<file path="src/rtl/instr_sequencer.sv">
// Multi-cycle RV32I instruction sequencer: FETCH/DECODE/EXEC/MEM/WB control, shared memory port,
// wait-state timeout and illegal-opcode faulting. Define SEQ_PERF_CNT_EN for a live retired_cnt.
module instr_sequencer #(
    parameter int unsigned TIMEOUT_CYC = 16
) (
    input  logic        clk,
    input  logic        reset,
    input  logic        run,
    input  logic [6:0]  opcode,
    input  logic        mem_ready,
    input  logic        mem_err,
    input  logic        fault_clr,
    output logic        mem_req,
    output logic        mem_write,
    output logic        mem_data_sel,
    output logic        ir_we,
    output logic        dec_en,
    output logic        pc_we,
    output logic        rf_we,
    output logic        busy,
    output logic        fault,
    output logic [2:0]  state,
    output logic [31:0] retired_cnt
);

    typedef enum logic [2:0] {
        S_IDLE   = 3'd0,
        S_FETCH  = 3'd1,
        S_DECODE = 3'd2,
        S_EXEC   = 3'd3,
        S_MEM    = 3'd4,
        S_WB     = 3'd5,
        S_FAULT  = 3'd6,
        S_UNUSED = 3'd7
    } state_t;

    localparam logic [6:0] OP_LOAD   = 7'b0000011;
    localparam logic [6:0] OP_STORE  = 7'b0100011;
    localparam logic [6:0] OP_BRANCH = 7'b1100011;
    localparam logic [6:0] OP_REG    = 7'b0110011;
    localparam logic [6:0] OP_IMM    = 7'b0010011;
    localparam logic [6:0] OP_JAL    = 7'b1101111;
    localparam logic [6:0] OP_JALR   = 7'b1100111;
    localparam logic [6:0] OP_LUI    = 7'b0110111;
    localparam logic [6:0] OP_AUIPC  = 7'b0010111;

    localparam logic [7:0] TIMER_LAST = 8'(TIMEOUT_CYC - 1);

    state_t     cur;
    logic [7:0] wait_cnt;
    logic       is_store;

    logic op_mem, op_branch, op_wb;
    logic xfer_err, xfer_done, xfer_timeout;
    state_t after_retire;

    always_comb begin
        op_mem    = 1'b0;
        op_branch = 1'b0;
        op_wb     = 1'b0;
        case (opcode)
            OP_LOAD, OP_STORE: op_mem = 1'b1;
            OP_BRANCH:         op_branch = 1'b1;
            OP_REG, OP_IMM, OP_JAL, OP_JALR, OP_LUI, OP_AUIPC: op_wb = 1'b1;
            default: ;
        endcase
    end

    // Response priority within one cycle: error, then ready, then timeout.
    assign xfer_err     = mem_req && mem_err;
    assign xfer_done    = mem_req && mem_ready && !mem_err;
    assign xfer_timeout = mem_req && !mem_err && !mem_ready && (wait_cnt == TIMER_LAST);

    assign after_retire = run ? S_FETCH : S_IDLE;

    always_ff @(posedge clk or posedge reset) begin
        if (reset) begin
            cur      <= S_IDLE;
            wait_cnt <= 8'd0;
            is_store <= 1'b0;
        end else begin
            case (cur)
                S_IDLE: begin
                    if (run) begin
                        cur      <= S_FETCH;
                        wait_cnt <= 8'd0;
                    end
                end
                S_FETCH: begin
                    if (xfer_err) begin
                        cur <= S_FAULT;
                    end else if (xfer_done) begin
                        cur <= S_DECODE;
                    end else if (xfer_timeout) begin
                        cur <= S_FAULT;
                    end else begin
                        wait_cnt <= wait_cnt + 8'd1;
                    end
                end
                S_DECODE: cur <= S_EXEC;
                S_EXEC: begin
                    if (op_mem) begin
                        cur      <= S_MEM;
                        wait_cnt <= 8'd0;
                        is_store <= (opcode == OP_STORE);
                    end else if (op_branch) begin
                        cur      <= after_retire;
                        wait_cnt <= 8'd0;
                    end else if (op_wb) begin
                        cur <= S_WB;
                    end else begin
                        cur <= S_FAULT;
                    end
                end
                S_MEM: begin
                    if (xfer_err) begin
                        cur <= S_FAULT;
                    end else if (xfer_done) begin
                        cur      <= is_store ? after_retire : S_WB;
                        wait_cnt <= 8'd0;
                    end else if (xfer_timeout) begin
                        cur <= S_FAULT;
                    end else begin
                        wait_cnt <= wait_cnt + 8'd1;
                    end
                end
                S_WB: begin
                    cur      <= after_retire;
                    wait_cnt <= 8'd0;
                end
                S_FAULT: begin
                    if (fault_clr) begin
                        cur <= S_IDLE;
                    end
                end
                default: cur <= S_IDLE;
            endcase
        end
    end

    // Moore outputs come straight off the state register, so reset drops them immediately.
    assign mem_req      = (cur == S_FETCH) || (cur == S_MEM);
    assign mem_data_sel = (cur == S_MEM);
    assign mem_write    = (cur == S_MEM) && is_store;
    assign dec_en       = (cur == S_DECODE);
    assign rf_we        = (cur == S_WB);
    assign busy         = (cur != S_IDLE) && (cur != S_FAULT);
    assign fault        = (cur == S_FAULT);
    assign state        = cur;

    assign ir_we = (cur == S_FETCH) && xfer_done;
    assign pc_we = ((cur == S_EXEC) && op_branch)
                || ((cur == S_MEM) && is_store && xfer_done)
                || (cur == S_WB);

`ifdef SEQ_PERF_CNT_EN
    logic [31:0] retired_q;

    always_ff @(posedge clk or posedge reset) begin
        if (reset) begin
            retired_q <= 32'd0;
        end else if (pc_we) begin
            retired_q <= retired_q + 32'd1;
        end
    end

    assign retired_cnt = retired_q;
`else
    assign retired_cnt = 32'd0;
`endif

endmodule

</file>
<file path="config.mk">
export PLATFORM = sky130hd
export DESIGN_NAME = instr_sequencer
export DESIGN_NICKNAME = d
export VERILOG_FILES = /design/src/rtl/instr_sequencer.sv
export SDC_FILE = /design/constraint.sdc
export NUM_CORES = 1
export LEC_CHECK = 0
export ABC_CLOCK_PERIOD_IN_PS = 2000
export CELL_PAD_IN_SITES_DETAIL_PLACEMENT = 1
export CELL_PAD_IN_SITES_GLOBAL_PLACEMENT = 1
export CORE_MARGIN = 2
export CORE_UTILIZATION = 29
export CTS_CLUSTER_SIZE = 8
export DETAILED_ROUTE_END_ITERATION = 10
export PLACE_DENSITY = 0.88
export SLEW_MARGIN = 20
export SYNTH_ARGS = -nofsm -noshare
export SYNTH_HDL_FRONTEND = slang
export SYNTH_SLANG_ARGS = --single-unit
</file>
<file path="constraint.sdc">
create_clock -name clk -period 2 [get_ports clk]
set_input_delay 0.4 -clock clk [delete_from_list [all_inputs] [get_ports clk]]
set_output_delay 0.4 -clock clk [all_outputs]
set_load 0.005 [all_outputs]
</file>
Word-level counts from Yosys, hierarchy flattened
Cells that the tools add are included.

operators by class
  muxes and demuxes = 25
  reduce and logical (&&, ||, !) cells = 24
  eq/ne operators = 23
  shift-type cells = 0
  bitwise gates (word level) = 0
  divide/modulo/power cells = 0
  multiply operators = 0
  add/subtract/negate cells = 1
  magnitude comparators = 0

operators by type and width
  operator               count
  $mux W8                8
  $pmux W8 S5            1
  $mux W3                10
  $eq A7 B6 Y1 const B   3
  $eq A7 B7 Y1 const B   3
  $pmux W3 S7            1
  $eq A7 B5 Y1 const B   2
  $logic_and A1 B1 Y1    11
  $ne A2 B2 Y1 const B   5
  $eq A3 B3 Y1 const B   3
  $add A8 B1 Y8 const B  1
  $eq A8 B4 Y1 const B   1
  $eq A7 B2 Y1 const B   1
  $eq A3 B2 Y1 const B   2
  $ne A3 B3 Y1 const B   2
  $reduce_and A6 Y1      1
  $reduce_or A6 Y1       1
  $reduce_bool A5 Y1     1
  $mux W1                4
  $reduce_and A2 Y1      2
  $eq A3 B1 Y1 const B   1
  $logic_not A3 Y1       1
  $logic_or A1 B1 Y1     3
  $reduce_bool A3 Y1     1
  other kinds (3)        4

word-level totals
  input port bits = 13
  bits in latches = 0
  flip-flop bits (word level) = 12
  output and inout bits = 44
  bits in read-only memories = 0
  memory bits (writable) = 0
  memories = 0

Logic depth before layout (Yosys ltp)
  depth in word-level cells = 9
  depth in mapped cells = 7

Worst setup path before layout
Ideal clock, no wire load.

  path type = register to register
  start = register cur[2], in the netlist state[2]
  end = register wait_cnt[7]
  cell stages (with the launch flop) = 8
  clock period less this slack = 1,829 ps
  setup slack = 171 ps
  arrival = 1,753 ps
  cells stage by stage = dfrtp_1 buf_6 nor4b_4 a221oi_2 or2_0 buf_2 or4_1 o21ai_1

between the ends
  cells in the longest elaborated chain, start to end = 9
  elaborated cells between the ends (all ways) = 25
  those cells by class = eq/ne (9); mux (6); reduce/logical (10)

ends and longest elaborated chain
  element                                              line     RTL
  from (decl)                                          49       state_t cur;
  from (signal assigned)                               107      cur <= after_retire;
  from (signal assigned)                               119      cur <= is_store ? after_retire : S_WB;
  from (signal assigned)                               128      cur <= after_retire;
  $eq A3 B1 Y1 / $eq A3 B3 Y1 (equally long branches)  82, 142
  $logic_or A1 B1 Y1                                   142      assign mem_req = (cur == S_FETCH) || (cur == S_MEM);
  $logic_and A1 B1 Y1 (3 in series)                    72       assign xfer_timeout = mem_req && !mem_err && !mem_ready && (wait_cnt == TIMER_LAST);
  $mux W8                                              --
  $mux W8 (on tied branches) (2 in series)             --
  $pmux W8 S5                                          82       case (cur)
  to (signal assigned)                                 97       wait_cnt <= wait_cnt + 8'd1;
  to (signal assigned)                                 124      wait_cnt <= wait_cnt + 8'd1;
  to (decl)                                            50       logic [7:0] wait_cnt;

Parallel ways exist; a longest one is shown, timed or not. The select of a mux whose other input is x is not followed.
A chain may end at the register's enable or synchronous reset.

Worst setup path after layout
  start = register cur[2], in the netlist state[2]
  end = output port fault

between the ends
  cells in the longest elaborated chain, start to end = 1

ends and longest elaborated chain
  element       line  RTL
  $eq A3 B3 Y1  148   assign fault = (cur == S_FAULT);
  to (decl)     21    output logic fault,

No other way between the ends.

==> impl_results.md <==
* CTS H-Tree Depth at 1
* Post-synth ARST share at 100.0%
* Reg-to-reg slack, setup at 0.02 ns
* Count of buffers inserted at the top-level ports at 24
* Global routing usage summed across all routing layers at a little under a fifth
* Number of max-slew violations in the final report at 0
* Beginning of the critical path: state[2]
* Fill cell count at approximately 500
* Class of the worst hold path: in -> async
* Critical Path AT at 1.60 ns
* Cell leakage power at 0.9167 nW
* Data required time of the critical path at 1.60 ns
* Maximum number of pins on one net before global-route repair at 13
* Netlist cell types at 45
* Number of DRC violations after detailed routing at 0
* Maximum buffer depth of the clock tree at 2
* Actual slew at the worst max-slew pin at slightly above 0.5 ns
* Final WL at 4357 um
* Die height at 68.73 um
* Design Area, Final at between 1500 and 2000 sq um
* Clock sink count at 12
* Classification of the worst setup path: reg -> out
* Portion of the clock cycle consumed by the worst path in the final layout at 100.0%
* Count of hold-fix buffers inserted at cts at 0
* Root Driver: clkbuf_8
* Kind of end point of the critical path: output pin
* Layout overhead on the synthesized area at 48.71%
* Highest metal layer used by the detailed router: met4
* Finished Core Util at approximately 45%
* Post-route non-filler standard cell count at 266
* First-pass GRT wire length at 6251 um
* Vias in the first global route at about 1300
* Register bit total from synthesis at 12
* Highest-count cells in the layout ignoring fill and taps: buf_4 (38), conb_1 (32), clkdlybuf4s50_1 (12)
* Final critical path time including I/O delays and setup at between 2 and 2.5 ns
* Outcome: finished, violations left
* DRC marker count from the first detailed-route iteration at between 90 and 100
* Critical register-to-register path startpoint: state[0]
* Final hold violation count at 0
* Yosys warning total at 0
* Floorplan core area at around 4000 sq um
* Detail Route Antenna Nets at 0
* Worst-case clock skew at 0.001390 ns
* Worst Reg-to-Reg Cells at 8
* Number of nets in the finished design at roughly 230
* Length of routed met2 wiring at ~2300 um
* Total standard cell area after synthesis at around 1200 sq um
* First drt pass iteration count at 4
* Aggregate negative setup slack at -0.00002476 ns
* Peak ir drop on the vdd network at 383.2 uV
* P per Cell Area at 1260 nW/um^2
* Placement Setup Slack at -0.4545 ns
* Routed length on met3 at 255 um
* Number of max-cap violations at 0
* Max Fanout on Critical Path at 8
* Highest clock rate at 0.5000 GHz
* Biggest cell delay along the critical path at 0.52 ns
* Crit-path leading delay family: buffers and inverters
* Cell count after synthesis at 150
* Clk slew on worst S/H paths at 0.06 ns
* Number of endpoints failing setup at the final stage at 1
* Chain of cells forming the critical path: nor2b_4, and2_1, clkdlybuf4s50_1
* Type of origin of the critical path: register
* Relative max-transition margin at around 66%
* IO Count at 57
* Clock tree from TritonCTS: built
* Fraction of layout cells with a size suffix above 1 at 33.33%
* Post-route setup slack at -0.00002476 ns
* Final global-route overflow total at 0
* Placed wire-length estimate after detailed placement at 2898 um
* Gpl congestion at 0.8847
* Clk_lat worst skew at 0.25 ns
* Routed length per placed instance at 16.38 um
* Total via count in the routed design at 1326
* Overall die area at about 4700 sq um
* Post-synth EDFFs at 0
* Inst Count DP at 247
* R2r endpoint: wait_cnt[6]
* Initial antenna violation count at 0
* Sequential area share after synthesis at 24.72%
* RSZ-0062 raised after global routing: true
* Leading cell type in the layout, fill and taps excluded: buf_4
* Failing checks: setup timing
* Metal-1 WL at 1696 um
* Number of diodes at 0
* Avg Cell Area, Syn at between 8 and 9 sq um
* Most common flop cell mapped by yosys: dfrtp_1
* Die extent in x at 68.73 um
* Buffers plus inverters on the worst setup path at 1
* Total cell area at the placement stage at 1573 sq um
* Critical-path cell with the highest stage delay: clkdlybuf4s50_1
* Number of buffers created by CTS at 3
* FP Rows at 23
* Number of vias per cell at 4.985
* Initial core utilization at 30.16%
-- timing repair --
item | 4_1_cts | 5_1_grt
buffers inserted | 11 | 4
gates resized for setup | 27 | 17
pin swaps | 5 | 8
setup endpoints to repair | 16 | 11
-- registers in the layout, summed over array words and instances, names as in the netlist --
name / flops
state: 3
is_store: 1
wait_cnt: 8
-- metal layers --
| layer | global-route usage [%] | up-vias |
|---|---|---|
| met1 | 20.52 | 649 |
| li1 | - | 599 |
| met2 | 33.65 | 63 |
| met3 | 3.409 | 15 |
| met4 | 6.127 | 0 |
| met5 | 0 | - |
-- cell type report --
class                   count  area, sq um  area share [%]
inverters                   7        28.78           1.593
flip-flops and latches     12        304.0           16.83
repair buffers             67        570.5           31.58
clock buffers               4        55.05           3.047
well taps                  50        62.56           3.463
multi-input cells         126        785.8           43.49
-- per-stage QoR --
step                hold slack [ns]  total power [mW]
CTS                          0.4834             2.073
global route                 0.5278             2.413
floorplan                    0.2647             1.019
detailed placement           0.5411             1.603
global placement             0.5242             1.545
finish                       0.4774             2.277
-- Yosys cell counts, types with 2 or more instances --
library cell  instances  area (sq um)
a21oi_1               7         35.03
a22o_1                3         26.28
a31oi_1               3         18.77
a32oi_1               2         17.52
and2_1                6         37.54
and2b_1               2         15.01
and3_1                3         18.77
buf_4                34         255.2
dfrtp_1              12         300.3
inv_1                 7         26.28
mux2_2                2         22.52
nand2_1               6         22.52
nand2b_1              5         31.28
nand3_1               4         20.02
nand4b_1              4         35.03
nor2_1               13         48.80
nor3_1                5         25.02
o21ai_0               4         20.02
or2_0                 2         12.51
-- report_power, final --
part | switching, mW | internal (mW)
clock network | 0.104 | 0.175
registers | 0.101 | 0.303
logic | 0.714 | 0.879
-- cells by family after synthesis --
logic type / share of synthesized area [%]
muxes: 2.678
other: 0.3087
AOI/OAI and AO/OA: 17.20
buffers and inverters: 24.51
DFF: 24.72
xor gates and xnor gates: 0.7210
adders and majority gates: 1.030
and+or+nand+nor: 28.84
-- worst max-delay path by stage --
stage             endpoint  cells past startpoint
5_1_grt        wait_cnt[4]                      8
3_3_place_gp         pc_we                      6
4_1_cts            mem_req                      4
3_5_place_dp         pc_we                      6
2_1_floorplan  wait_cnt[7]                      7
6_report             fault                      3
Power figures use the tool's default switching activity.
==> patch 1, RTL diff (config.mk and constraints unchanged) <==
Set the parameter `TIMEOUT_CYC` to 8 (it was 16).
--- a/src/rtl/instr_sequencer.sv
+++ b/src/rtl/instr_sequencer.sv
@@ -2,5 +2,5 @@
 // wait-state timeout and illegal-opcode faulting. Define SEQ_PERF_CNT_EN for a live retired_cnt.
 module instr_sequencer #(
-    parameter int unsigned TIMEOUT_CYC = 16
+    parameter int unsigned TIMEOUT_CYC = 8
 ) (
     input  logic        clk,
Function: changed (Yosys sat finds a counterexample within 10 cycles, from zero or initial values and one cycle with reset high).
==> patch 1 against the unedited design <==
Count of clock-buffer cells in the layout is the same. Register-to-register slack gained 0.11 ns. Routed wire length shrank 9.2%. Setup slack gained 0.045 ns. Power shrank 4.6%. Final area grew 1.2%. Via count shrank 1.2%. Die area grew 4.2%. Sequential cell count is the same. Maximum frequency grew 2.3%. Synthesized area grew 4.4%. Critical endpoint is now wait_cnt[2]$_DFFE_PP0P_. Largest cell class unchanged. Highest routed layer unchanged.
==> patch 1: results (changes against the unedited design) <==
| Metric | Value |
|---|---|
| Status | `completed` |
| Area Overhead vs Synth | `44.08%` |
| Seq/Total Area, Yosys | `23.67% (-1.0 points)` |
| Signal buffers | `62 (-7.5%)` |
| Largest net degree at the start of global routing | `13 (unchanged)` |
| CTS root buffer | `clkbuf_8` |
| Share of cells above drive strength 1 | `30.18% (-3.2 points)` |
| Final nets | `237 (+2.6%)` |
| IO Port Bufs | `24 (unchanged)` |
| CTS clk-pin slew, worst paths | `roughly 0.070 ns` |
| Family with the most delay on the worst path | `compound AO/OA/AOI/OAI gates` |
| Routability cong. | `0.8126 (-8.1%)` |
| DR iter-0 viols | `77 (-18%)` |
| M1 WL | `1781 µm (+5.0%)` |
| Inverter count | `10 (+3)` |
| Ys async rst share | `100.0% (unchanged)` |
| H-tree levels | `1 (unchanged)` |
| Power per cell area | `1188 nW/µm² (-5.7%)` |
| R2R Path End | `wait_cnt[2]$_DFFE_PP0P_` |
| RR Startpoint | `state[2]$_DFFE_PP0P_` |
| Met2 usage | `27.30% (-6.4 points)` |
| First-pass GRT wire length | `6327 µm (+1.2%)` |
| Max Root-Sink Buffers | `2 (unchanged)` |
| Clock share of power | `13.6% (+1.4 points)` |
| Max FFs per register | `8 (unchanged)` |
| Initial antenna violation count | `0 (unchanged)` |
| Clock buf/inv share | `3.012% (-0.035 points)` |
| Met2 WL | `1997 µm (-12%)` |
| Most frequent cells after synthesis | `buf_4, dfrtp_1, nand2_1` |
| Total Routing Usage GR | `16.25% (-1.8 points)` |
| Clk_skew | `0.01009 ns (+0.008703 ns)` |
| Reg2reg setup slack | `0.13 ns (+0.11 ns)` |
| Synth top area cells | `dfrtp_1, buf_4, a21oi_1` |
| Layout filler cell count | `532 (+7.3%)` |
| Worst EP arrival | `2.09 ns (+0.49 ns)` |
| Multi-input combinational area share | `45.24% (+1.8 points)` |
| Number of sequential cells | `12 (unchanged)` |
| DP Wirelength | `2761 µm (-4.8%)` |
| Largest stage delay, worst path | `0.54 ns (+0.02 ns)` |
| Met3 routed WL | `123 µm (-52%)` |
| Cell Area, Placed | `1592 µm² (+1.2%)` |
| Register area | `302.8 µm² (-0.41%)` |
| Antenna Cells | `0 (unchanged)` |
| Routed WL | `3954 µm (-9.2%)` |
| Post-cts resize count | `28 (+3.7%)` |
| Yosys cell types | `50 (+11%)` |
| Met3 usage | `2.886% (-0.52 points)` |
| Maximum vdd drop | `0.3253 mV (-15%)` |
| Setup Buffers After CTS | `8 (-3)` |
| Vias | `1310 (-1.2%)` |
| Leak | `0.8904 nW (-2.9%)` |
| Comb. pwr | `0.00148 W (-7%)` |
| Crit. Startpoint | `opcode[5]` |
| Non-clock buffer share | `29.43% (-2.1 points)` |
| Num CTS Buffers | `3 (unchanged)` |
| #MultiIn Comb | `134 (+6.3%)` |
| Grt met1 use | `19.29% (-1.2 points)` |
| Net Sw Power | `0.0009145 W (-0.57%)` |
| WS Path Type | `in -> reg` |
| Crit path max-delay cell type | `a2111o_1` |
## patch 1: changes by cell type in the layout (fill, tap and decap cells not counted), sizes merged, moves of 4 or more
cell	delta
nand4b	-4
buf	-5
o21ai	+10
nor2	-4
nand2	+6
and2	-5
## patch 1: kinds of logic (layout without fill, tap and decap cells)
logic type	count (synthesis)	count (layout)	synth area share, %
and+or+nand+nor	52	52	23.08
AOI/OAI and AO/OA	47	47	25.44
buffers and inverters	47	76	24.95
DFF	12	12	23.67
adders and majority gates	1	1	0.9860
other	1	32	0.2956
xor gates and xnor gates	1	1	0.6905
muxes	1	1	0.8875
## patch 1: metrics by stage
stage	worst slack (ns)	hold WS [ns]	total power, W	utilization (%)	std cells
finish	0.04499	0.4539	0.002172	42.57	274
global route	-0.01284	0.5216	0.002333	42.57	274
CTS	-0.03537	0.4773	0.002047	41.05	268
detailed placement	-0.4791	0.4690	0.001544	37.06	256
global placement	-0.3998	0.4686	0.001509	37.06	256
floorplan	0.4377	0.2647	0.001129	-	193
==> patch 2, RTL diff (same settings) <==
Made on the original files. Register the output `fault`, with the module's reset; this adds one clock of latency there. The other outputs are not delayed to match.
--- a/src/rtl/instr_sequencer.sv
+++ b/src/rtl/instr_sequencer.sv
@@ -146,5 +146,11 @@
     assign rf_we        = (cur == S_WB);
     assign busy         = (cur != S_IDLE) && (cur != S_FAULT);
-    assign fault        = (cur == S_FAULT);
+    always_ff @(posedge clk or posedge reset) begin
+        if (reset) begin
+            fault <= '0;
+        end else begin
+            fault <= (cur == S_FAULT);
+        end
+    end
     assign state        = cur;
 
Check against the original RTL: not equivalent (a bounded check fails within 4 cycles, from zero or initial values and one cycle with reset high).
==> patch 2 against the unedited design <==
The flow still finishes with violations (negative setup slack). Final area rose by 1.4%. Via count is 1.6% higher. Die area rose by 3.8%. Sequential cell count rose by 1. Power fell by 11%. Critical endpoint is now state[0]$_DFFE_PP0P_. Setup slack lost 0.017 ns. Synthesized area rose by 4.0%. Sequential share of layout area rose by 1.0 points. Cell count increased by 0.75%. Routed wire length fell by 4.8%.
==> patch 2: results (changes against the unedited design) <==
| Metric | Value |
|---|---|
| Ys async rst share | `100.0% (unchanged)` |
| Yosys warnings | `0 (unchanged)` |
| Crit Path Max Fanout | `4 (-4)` |
| Path depth of the worst reg2reg path | `7 (-1)` |
| Failing checks | `negative setup slack` |
| Routed WL | `4146 µm (-4.8%)` |
| Most frequent cells after synthesis | `buf_4, dfrtp_1, nand2_1` |
| Leak | `0.9192 nW (+0.27%)` |
| Status | `finished, violations left` |
| Max FFs per register | `8 (unchanged)` |
| Largest net degree at the start of global routing | `17 (+4)` |
| Synth top area cells | `dfrtp_1, buf_4, nand2_1` |
| Crit path max-delay cell type | `clkdlybuf4s50_1` |
| Vias | `1347 (+1.6%)` |
| CTS clk-pin slew, worst paths | `0.06 ns (about the same)` |
| Largest stage delay, worst path | `0.43 ns (-0.09 ns)` |
| Drt pass-1 iters | `4 (unchanged)` |
| Dpl ws | `-0.8659 ns (-0.4114 ns)` |
| Biggest register | `wait_cnt` |
| Family with the most delay on the worst path | `buffers and inverters` |
| Final nets | `231 (unchanged)` |
| Final worst slack | `-0.01690 ns (-0.01688 ns)` |
| Maximum vdd drop | `0.3166 mV (-17%)` |
| DP Wirelength | `2834 µm (-2.2%)` |
| Predominant post-synthesis flop cell | `dfrtp_1` |
| Worst skew pair latency | `0.24 ns` |
| Num CTS Buffers | `3 (unchanged)` |
| DR iter-0 viols | `58 (-38%)` |
| Reg2reg setup slack | `0.03 ns` |
| Worst hold path class | `in -> async` |
| RR Startpoint | `state[2]$_DFFE_PP0P_` |
| Total Routing Usage GR | `16.62% (-1.5 points)` |
| Least-Margin Pin Slew | `0.5344 ns (+0.02057 ns)` |
| Post-synth EDFFs | `0 (unchanged)` |
| R2R Path End | `wait_cnt[7]$_DFFE_PP0P_` |
| Layout filler cell count | `526 (+6.0%)` |
| Yosys cell types | `53 (+18%)` |
| Share of cells above drive strength 1 | `32.87% (-0.46 points)` |
| Hold-fix buffers at CTS | `0 (unchanged)` |
| First-pass GRT wire length | `6465 µm (+3.4%)` |
| # setup viols final | `2 (+1)` |
| Initial antenna violation count | `0 (unchanged)` |
| Antenna Cells | `0 (unchanged)` |
| Routability cong. | `0.9736 (+10%)` |
| Cell Area, Placed | `1628 µm² (+3.5%)` |
| Seq/Total Area, Yosys | `25.74% (+1.0 points)` |
| Clk_skew | `0.001943 ns (+0.0005523 ns)` |
| CTS root buffer | `clkbuf_8` |
| IO Port Bufs | `24 (unchanged)` |
| Worst EP arrival | `2.12 ns (+0.52 ns)` |
| H-tree levels | `1 (unchanged)` |
==> patch 2: worst max-delay path by stage <==
stage | end | from | depth (start not counted) | slack (ns)
finish | state[0]$_DFFE_PP0P_ | opcode[6] | 8 | -0.02
global route | state[0]$_DFFE_PP0P_ | opcode[6] | 8 | -0.13
CTS | rf_we | state[0]$_DFFE_PP0P_ | 5 | -0.01
detailed placement | pc_we | opcode[2] | 6 | -0.87
global placement | pc_we | opcode[2] | 6 | -0.82
floorplan | pc_we | opcode[2] | 4 | 0.13
==> patch 2: per-stage QoR <==
| stage | hold slack (ns) | setup TNS [ns] | instances | utilization, % | power, W |
|---|---|---|---|---|---|
| after global placement | 0.5351 | -3.919 | 256 | 38.17 | 0.001475 |
| after floorplan | 0.2770 | 0 | 189 | - | 0.0009940 |
| after detailed placement | 0.5452 | -4.134 | 256 | 38.17 | 0.001502 |
| after CTS | 0.5320 | -0.01823 | 263 | 40.17 | 0.001836 |
| after global routing | 0.5625 | -0.2814 | 268 | 42.96 | 0.002167 |
| final | 0.5033 | -0.03278 | 268 | 42.96 | 0.002020 |
==> patch 2: cell type report <==
type                            count  area share, %
Multi-Input combinational cell    134          47.95
Tap cell                           52          3.552
Inverter                            8          1.639
Clock buffer                        4          2.459
Sequential cell                    13          17.83
Timing Repair Buffer               57          26.57
==> patch 2: power breakdown <==
part,switching (W),internal (W)
sequential,0.0000490,0.000321
combinational,0.000698,0.000712
clock,0.0000992,0.000141
total,0.000846,0.00117
==> patch 2: metal layers <==
metal	GRT usage (%)	up-vias	part of all wire, %
met5	0	-	0
met4	7.692	0	3.3
met3	2.020	13	5.1
met2	31.43	57	52
met1	18.22	665	39
li1	-	612	-
==> patch 2: cell families (layout without fill, tap and decap cells) <==
kind of cell / count (synthesis) / in the layout / share of synthesized area (%)
adder cells (fa/ha/maj): 1 / 1 / 0.9899
buffers and inverters: 43 / 69 / 22.38
AO/OA/AOI/OAI: 33 / 34 / 19.31
other: 1 / 32 / 0.2967
multiplexers: 2 / 2 / 1.683
XOR/XNOR: 1 / 1 / 0.6932
flip-flops: 13 / 13 / 25.74
AND/OR/NAND/NOR: 64 / 64 / 28.91
==> patch 2: repair_timing <==
action | CTS | global route
pin swaps | 3 | 5
endpoints found under the setup margin | 16 | 14
gates cloned | 0 | 1
buffers inserted | 3 | 4
resized for setup | 32 | 22
